===== src/rtl/gauss_pkg.sv =====
// Shared types and constants for the Gaussian-elimination engine.
package gauss_pkg;

    typedef enum logic [1:0] {
        IDLE  = 2'd0,
        RUN   = 2'd1,
        DRAIN = 2'd2,
        FIN   = 2'd3
    } state_t;

    localparam int DRAIN_CYCLES = 2;
    localparam int RD_LAT       = 1;

    // Row-major element address for a dim x dim matrix.
    function automatic int unsigned idx2addr(input int unsigned row,
                                             input int unsigned col,
                                             input int unsigned dim);
        return row * dim + col;
    endfunction

endpackage


===== src/rtl/gauss_row_alu.sv =====
// Two-stage multiply-subtract A[i][k] - c[j]*A[j][k] with issue-address delay line.
// GAUSS_SAT_EN selects full-width arithmetic with saturation; otherwise results wrap.
module gauss_row_alu
    import gauss_pkg::*;
#(
    parameter int DATA_W = 32,
    parameter int ADDR_W = 8
) (
    input  logic              clk,
    input  logic              rst,
    input  logic              en,
    input  logic              issue_vld,
    input  logic [ADDR_W-1:0] issue_addr,
    input  logic [DATA_W-1:0] ai,
    input  logic [DATA_W-1:0] aj,
    input  logic [DATA_W-1:0] c,
    output logic              wr_en,
    output logic [ADDR_W-1:0] wr_addr,
    output logic [DATA_W-1:0] wr_data
);

    logic [RD_LAT-1:0] vld_dly;
    logic [ADDR_W-1:0] addr_dly [RD_LAT];
    logic [DATA_W-1:0] result;

`ifdef GAUSS_SAT_EN
    logic [2*DATA_W-1:0] prod_full;
    logic [2*DATA_W:0]   diff_full;
    logic                ovf;

    // Overflow when the bits above the result sign are not a pure sign extension.
    always_comb begin
        prod_full = {{DATA_W{c[DATA_W-1]}}, c} * {{DATA_W{aj[DATA_W-1]}}, aj};
        diff_full = {{(DATA_W+1){ai[DATA_W-1]}}, ai} - {prod_full[2*DATA_W-1], prod_full};
        ovf       = (diff_full[2*DATA_W:DATA_W-1] != '0) &&
                    (diff_full[2*DATA_W:DATA_W-1] != '1);
        if (ovf) begin
            result = diff_full[2*DATA_W] ? {1'b1, {(DATA_W-1){1'b0}}}
                                         : {1'b0, {(DATA_W-1){1'b1}}};
        end else begin
            result = diff_full[DATA_W-1:0];
        end
    end
`else
    logic [DATA_W-1:0] prod;

    always_comb begin
        prod   = c * aj;
        result = ai - prod;
    end
`endif

    always_ff @(posedge clk or negedge rst) begin
        if (!rst) begin
            vld_dly <= '0;
            for (int s = 0; s < RD_LAT; s++) begin
                addr_dly[s] <= '0;
            end
        end else if (en) begin
            vld_dly[0]  <= issue_vld;
            addr_dly[0] <= issue_addr;
            for (int s = 1; s < RD_LAT; s++) begin
                vld_dly[s]  <= vld_dly[s-1];
                addr_dly[s] <= addr_dly[s-1];
            end
        end
    end

    // Address/data only move on valid results so the write port stays quiet between passes.
    always_ff @(posedge clk or negedge rst) begin
        if (!rst) begin
            wr_en   <= 1'b0;
            wr_addr <= '0;
            wr_data <= '0;
        end else if (en) begin
            wr_en <= vld_dly[RD_LAT-1];
            if (vld_dly[RD_LAT-1]) begin
                wr_addr <= addr_dly[RD_LAT-1];
                wr_data <= result;
            end
        end
    end

endmodule


===== src/rtl/gauss_elim_engine.sv =====
// Sequential Gaussian-elimination engine: runs the j/i/k loop nest over A using c.
// Arithmetic mode (wrap vs. GAUSS_SAT_EN saturation) lives in gauss_row_alu.
//
// state | meaning
// IDLE  | waiting for start
// RUN   | one read triple issued per enabled cycle
// DRAIN | let the last writes of pass j land before pass j+1 reads
// FIN   | one-cycle done pulse
module gauss_elim_engine
    import gauss_pkg::*;
#(
    parameter  int N      = 16,
    parameter  int DATA_W = 32,
    localparam int ADDR_W = $clog2(N*N),
    localparam int IDX_W  = $clog2(N)
) (
    input  logic              clk,
    input  logic              rst,
    input  logic              start,
    input  logic              en,
    output logic              busy,
    output logic              done,
    output logic [ADDR_W-1:0] a_rdi_addr,
    input  logic [DATA_W-1:0] a_rdi_data,
    output logic [ADDR_W-1:0] a_rdj_addr,
    input  logic [DATA_W-1:0] a_rdj_data,
    output logic [IDX_W-1:0]  c_rd_addr,
    input  logic [DATA_W-1:0] c_rd_data,
    output logic              a_wr_en,
    output logic [ADDR_W-1:0] a_wr_addr,
    output logic [DATA_W-1:0] a_wr_data,
    output logic [IDX_W-1:0]  cur_j
);

    localparam int               DRAIN_W  = $clog2(DRAIN_CYCLES + 1);
    localparam logic [IDX_W-1:0] IDX_LAST = IDX_W'(N - 1);
    localparam logic [IDX_W-1:0] J_LAST   = IDX_W'(N - 2);

    state_t             state;
    logic [IDX_W-1:0]   j_idx;
    logic [IDX_W-1:0]   i_idx;
    logic [IDX_W-1:0]   k_idx;
    logic [DRAIN_W-1:0] drain_cnt;
    logic               issue_vld;

    always_ff @(posedge clk or negedge rst) begin
        if (!rst) begin
            state     <= IDLE;
            j_idx     <= '0;
            i_idx     <= '0;
            k_idx     <= '0;
            drain_cnt <= '0;
            busy      <= 1'b0;
            done      <= 1'b0;
        end else if (en) begin
            case (state)
                IDLE: begin
                    if (start) begin
                        j_idx <= IDX_W'(1);
                        i_idx <= IDX_W'(2);
                        k_idx <= IDX_W'(1);
                        busy  <= 1'b1;
                        state <= RUN;
                    end
                end
                RUN: begin
                    if (k_idx == IDX_LAST) begin
                        k_idx <= IDX_W'(1);
                        if (i_idx == IDX_LAST) begin
                            drain_cnt <= DRAIN_W'(DRAIN_CYCLES - 1);
                            state     <= DRAIN;
                        end else begin
                            i_idx <= i_idx + IDX_W'(1);
                        end
                    end else begin
                        k_idx <= k_idx + IDX_W'(1);
                    end
                end
                DRAIN: begin
                    if (drain_cnt == '0) begin
                        if (j_idx < J_LAST) begin
                            j_idx <= j_idx + IDX_W'(1);
                            i_idx <= j_idx + IDX_W'(2);
                            state <= RUN;
                        end else begin
                            busy  <= 1'b0;
                            done  <= 1'b1;
                            state <= FIN;
                        end
                    end else begin
                        drain_cnt <= drain_cnt - DRAIN_W'(1);
                    end
                end
                FIN: begin
                    done  <= 1'b0;
                    state <= IDLE;
                end
                default: state <= IDLE;
            endcase
        end
    end

    assign issue_vld  = (state == RUN);
    assign a_rdi_addr = ADDR_W'(idx2addr(32'(i_idx), 32'(k_idx), N));
    assign a_rdj_addr = ADDR_W'(idx2addr(32'(j_idx), 32'(k_idx), N));
    assign c_rd_addr  = j_idx;
    assign cur_j      = j_idx;

    gauss_row_alu #(
        .DATA_W (DATA_W),
        .ADDR_W (ADDR_W)
    ) u_alu (
        .clk        (clk),
        .rst        (rst),
        .en         (en),
        .issue_vld  (issue_vld),
        .issue_addr (a_rdi_addr),
        .ai         (a_rdi_data),
        .aj         (a_rdj_data),
        .c          (c_rd_data),
        .wr_en      (a_wr_en),
        .wr_addr    (a_wr_addr),
        .wr_data    (a_wr_data)
    );

endmodule

===== config.mk =====
export PLATFORM = sky130hd
export DESIGN_NAME = gauss_elim_engine
export DESIGN_NICKNAME = d
export VERILOG_FILES = /design/src/rtl/gauss_pkg.sv /design/src/rtl/gauss_row_alu.sv /design/src/rtl/gauss_elim_engine.sv
export SDC_FILE = /design/constraint.sdc
export NUM_CORES = 1
export LEC_CHECK = 0
export ABC_CLOCK_PERIOD_IN_PS = 4500
export BUFFER_PORTS_ARGS = -buffer_cell sky130_fd_sc_hd__buf_2
export CORE_AREA = 2 2 204 206
export DETAILED_ROUTE_END_ITERATION = 12
export DIE_AREA = 0 0 206 208
export PLACE_DENSITY = 0.68
export SYNTH_ARGS = -nofsm -noshare
export SYNTH_HDL_FRONTEND = slang
export SYNTH_HIERARCHICAL = 1
export SYNTH_SLANG_ARGS = --single-unit

===== constraint.sdc =====
create_clock -name clk -period 4.5 [get_ports clk]
set_input_delay 0 -clock clk [delete_from_list [all_inputs] [get_ports clk]]
set_output_delay 0 -clock clk [all_outputs]
set_load 0.03 [all_outputs]

After elaboration in Yosys (flattened, before gate mapping)

Cells that the tools add are included.

Flip-flop bits (word level): 68
Bits in latches: 0
Memory bits (writable): 0
Bits in read-only memories: 0
Memories kept: 0

Add/sub/neg operators: 8
$mul: 1
Div/mod/pow operators: 0
Magnitude comparators: 1
Equal/unequal tests: 13
Shifts and indexed selects: 0
Mux-type cells: 29
Bitwise operators: 0
Reductions and logical operators: 15

Operators with widths:

| cell                | count |
|---|---|
| $mux 4              | 9 |
| $mul 32x32->32      | 1 |
| $sub 32x32->32      | 1 |
| $reduce_and 5->1    | 4 |
| $add 8x4->8         | 2 |
| $mux 2              | 8 |
| $ne 2x2->1 const B  | 8 |
| $pmux 4 s2          | 2 |
| $add 4x1->4 const B | 3 |
| $pmux 4 s3          | 1 |
| $eq 4x4->1 const B  | 2 |
| $pmux 2 s4          | 1 |
| $reduce_bool 2->1   | 4 |
| $reduce_and 7->1    | 1 |
| $mux 1              | 5 |
| $add 4x2->4 const B | 1 |
| $eq 2x2->1 const B  | 2 |
| $logic_not 2->1     | 2 |
| $lt 4x4->1 const B  | 1 |
| $pmux 1 s2          | 2 |
| $pmux 2 s2          | 1 |
| $reduce_and 4->1    | 1 |
| $reduce_and 3->1    | 1 |
| $reduce_bool 3->1   | 1 |
| other kinds (3)     | 3 |

Depth between registers and ports, before layout

Depth after elaboration: 4
Mapped depth: 26
Depth with buffers taken out: 24

Modules after synthesis

Netlist, hierarchy kept.

Modules (own cells, without submodules):

| module            | instances | cells each | area an instance (µm²) | seq. area each (µm²) |
|---|---|---|---|---|
| gauss_row_alu     | 1         | 2084       | 18836.8                | 1251.2 |
| gauss_elim_engine | 1         | 135        | 1280.0                 | 450.4 |

Worst setup path before layout

Ideal clock, no wire load.

Path kind: input-to-reg
Start point: in a_rdj_data[2]
End point: reg u_alu.wr_data[30]
Setup time: 0.069 ns
Arrival time: 6.453 ns
Data required time: 4.431 ns
Slack: -2.022 ns
Stages: 24
Buffers on the path: 2
Cells stage by stage: clkbuf_1 clkbuf_1 nand2_1 fa_1 inv_1 fa_1 fa_1 fa_1 inv_1 fa_1 fa_1 fa_1 inv_1 fa_1 inv_1 ha_1 a21o_1 a21o_1 a21oi_1 nand3b_1 nor3_1 nor3_1 or4_1 nand3_1

Longest elaborated chain between the ends: 2

RTL lines:

| item                   | line                    | RTL |
|---|---|---|
| start: declaration     | gauss_elim_engine.sv:26 | `input logic [DATA_W-1:0] a_rdj_data,` |
| $mul 32x32->32         | gauss_row_alu.sv:48     | `prod = c * aj;` |
| $sub 32x32->32         | gauss_row_alu.sv:49     | `result = ai - prod;` |
| end signal: assignment | gauss_row_alu.sv:79     | `wr_data <= result;` |
| end: declaration       | gauss_row_alu.sv:19     | `output logic [DATA_W-1:0] wr_data` |

Every way passes these cells.
A chain may end at the register's enable or synchronous reset.

Worst setup path in the final report

Start point: in a_rdj_data[11]
End point: reg u_alu.wr_data[31]

The elaborated chain is that of the path after synthesis.

==> flow_summary.ini <==
[yosys]
yosys_warnings = 6
synth_cell_types = 66
synth_cells = 2219
synth-seq-area-share = 0.0846
synthTopCellsByCount = 553 x inv_1, 443 x fa_1, 371 x nand2_1, 199 x and2_1, 158 x ha_1
post-synth-top-count-cell = inv_1
synth-main-ff-cell = dfrtp_1
async_flop_share = 1.00
ys_ff_latch = 68
netlist_area_mm2 = 0.0201
synth-edff-count = 0
synthDominantCellAreaShare = 0.441
syn_avg_cell_area_um2 = 9.07
synth.area.top_cells = fa_1 44%, inv_1 10%, ha_1 9.8%
yosys.area.top_type = fa_1
syn-num-nets = 2920

[global_route]
antenna_found_initial = 0
groute.usage.overall = 0.275
grt_pass1_vias = 17500
grt_max_degree = 69
grt_pass1_wl_um = 91000
overflow = 0

[sta]
whs_ps = 155
max_freq_ghz = 0.167
layout_min_cycle_time_ps = 5990
hold_viol_final = 0
drv_slew = 0
rsz0062_at_grt = true
tightestPinTransition_ps = 862
finClkSkew_ps = 6.37
finalWorstSetupSlack_ps = -1490
finalCritPeriodShare = 1.33
relSlewSlack = 0.425
setup_viol = 23

[worst_setup_path]
crit_arrival_ps = 6200
start_kind = input port
max_stage_delay_ps = 610
crit_fanout = 9
r2r.worst_path.cells = 6
cp_slowest_cell = fa_2
rrSetupSlack_ps = 2330
cp_top_family = adder cells
cp-end-kind = register
rr_endpoint = c_rd_addr[2]
cp_num_buf_inv = 7
crit_path_frequent_cell = fa_1
worstReg2RegStart = state[0]
worstSetupPathType = in -> reg
required_ps = 4720
crit_chain = buf_6, buf_4, and2_1, fa_1, inv_1, fa_2, fa_1, fa_1, inv_1, fa_1, inv_1, fa_1, fa_1, inv_1, fa_1, inv_1, ha_1, nand3_1, o21bai_2, a31oi_2, xnor2_2, mux2_4

[run_status]
violations = setup timing
status = complete, but fails checks

[cells_and_area]
layout.nets = 3223
finalInstanceArea_mm2 = 0.0245
num-fill-cells = 3495
syn2layout_area_growth_pct = 22.0
instances_no_fill = 3060
drive_gt1_frac = 0.242

[clock_network]
clk_pin_slew_worst_paths_ps = 60
htree_levels = 3
numCtsBuffers = 9
clock-sinks = 68
cts_tree = done
clk_path_buf_depth = 2
cts-root-buf = clkbuf_16
worstSkewPairLatency_ps = 330

[detailed_routing]
wl_met3_um = 2490
drtAntennaViolNets = 0
wl_met1_um = 22600
top_layer = met4
drt-wirelength-per-cell_um = 18.8
drt_iter0_drc = 755
num_vias = 15700
drc = 0
dr_wl_met2_um = 29700
avgViaCountPerCell = 5.15
drtPass1Iterations = 5
routed_wl_um = 57600

[worst_hold_path]
hold_path_class = in -> reg
min-delay-start = en
min_to = u_alu/wr_en
hold-path-cell-count = 2

[floorplan]
die_x_um = 206
ioPinCount = 167
fp.dieArea_mm2 = 0.0428
die_y_um = 208
num_rows = 74
core_mm2 = 0.0406
initial_core_util = 0.496

[placement]
dpl.hpwl_um = 49600
dp.cells = 3027
port_buffers = 166
place.gp.congestion = 0.937
placed_area_mm2 = 0.0232

[run]
maxCapViolations = 0
[state kept, by name (all words and copies together) (netlist names)]
register	flops
u_alu/wr_data	32
u_alu/addr_dly	8
u_alu/wr_addr	8
c_rd_addr	4
i_idx	4
k_idx	4
drain_cnt	2
state	2
busy	1
done	1
u_alu/vld_dly	1
u_alu/wr_en	1
[placed cells by master, fill, tap and decap left out, drive strengths merged, types with 24 or more instances in the layout]
cell   instances
inv          555
fa           443
buf          403
nand2        372
and2         199
ha           158
dfrtp         68
xnor2         63
o21ai         42
mux2          26
a21oi         24
[metal layers]
layer | global-route usage | vias up
met5 | 0 | -
met4 | 0.121 | 0
met1 | 0.337 | 8045
li1 | - | 7066
met2 | 0.490 | 502
met3 | 0.0265 | 135
[area by class of cell]
cell class | instances | area (um^2) | area share
Clock inverter | 6 | 46.3 | 0.00189
Multi-Input combinational cell | 1485 | 16600 | 0.678
Tap cell | 532 | 666 | 0.0271
Inverter | 553 | 2080 | 0.0847
Sequential cell | 68 | 1700 | 0.0693
Timing Repair Buffer | 405 | 3180 | 0.129
Antenna cell | 1 | 2.50 | 0.000102
Clock buffer | 10 | 239 | 0.00974
[worst register-to-register path, cell delays in order, from the launching register on]
cell and delay, ps:
dfrtp_1 440, inv_1 130, ha_1 360, nand2b_1 210, nand4_2 250, or2_1 360
a211o_1 300
[per-stage QoR]
step / util / worst slack (ps) / setup TNS, ps
4_1_cts: 0.599 / -1430 / -23570
3_5_place_dp: 0.573 / -2120 / -38280
3_3_place_gp: 0.573 / -1980 / -36630
2_1_floorplan: - / -1410 / -21260
6_report: 0.605 / -1490 / -23940
5_1_grt: 0.605 / -1670 / -28250
[how the worst max path moves through the flow]
stage                         startpoint                 to  depth (start not counted)
after global placement     a_rdj_data[2]  u_alu/wr_data[31]                         23
after CTS                  a_rdj_data[1]  u_alu/wr_data[31]                         25
after global routing      a_rdj_data[11]  u_alu/wr_data[31]                         22
after floorplan            a_rdj_data[5]  u_alu/wr_data[31]                         24
final                     a_rdj_data[11]  u_alu/wr_data[31]                         22
after detailed placement   a_rdj_data[3]  u_alu/wr_data[31]                         21
[cells by family (layout without fill, tap and decap cells)]
kind of cell	Yosys count	count (layout)	synth area share
xor gates and xnor gates	84	84	0.0387
DFF	68	68	0.0846
other	0	1	0
and+or+nand+nor	648	648	0.154
adders and majority gates	601	601	0.539
muxes	27	27	0.0154
buffers and inverters	666	974	0.128
AOI/OAI and AO/OA	125	125	0.0396
[what timing repair did]
item                       4_1_cts  5_1_grt
setup buffers                   11        7
cloned                           1        1
resized for setup              192       59
hold endpoints to repair        68        0
setup endpoints to repair       24       24
pin swaps                       58       66
hold buffers                     1        0
Power is left out: the tool's default activity adds up to more than one toggle a clock period on the data nets, which glitch-free logic cannot reach.
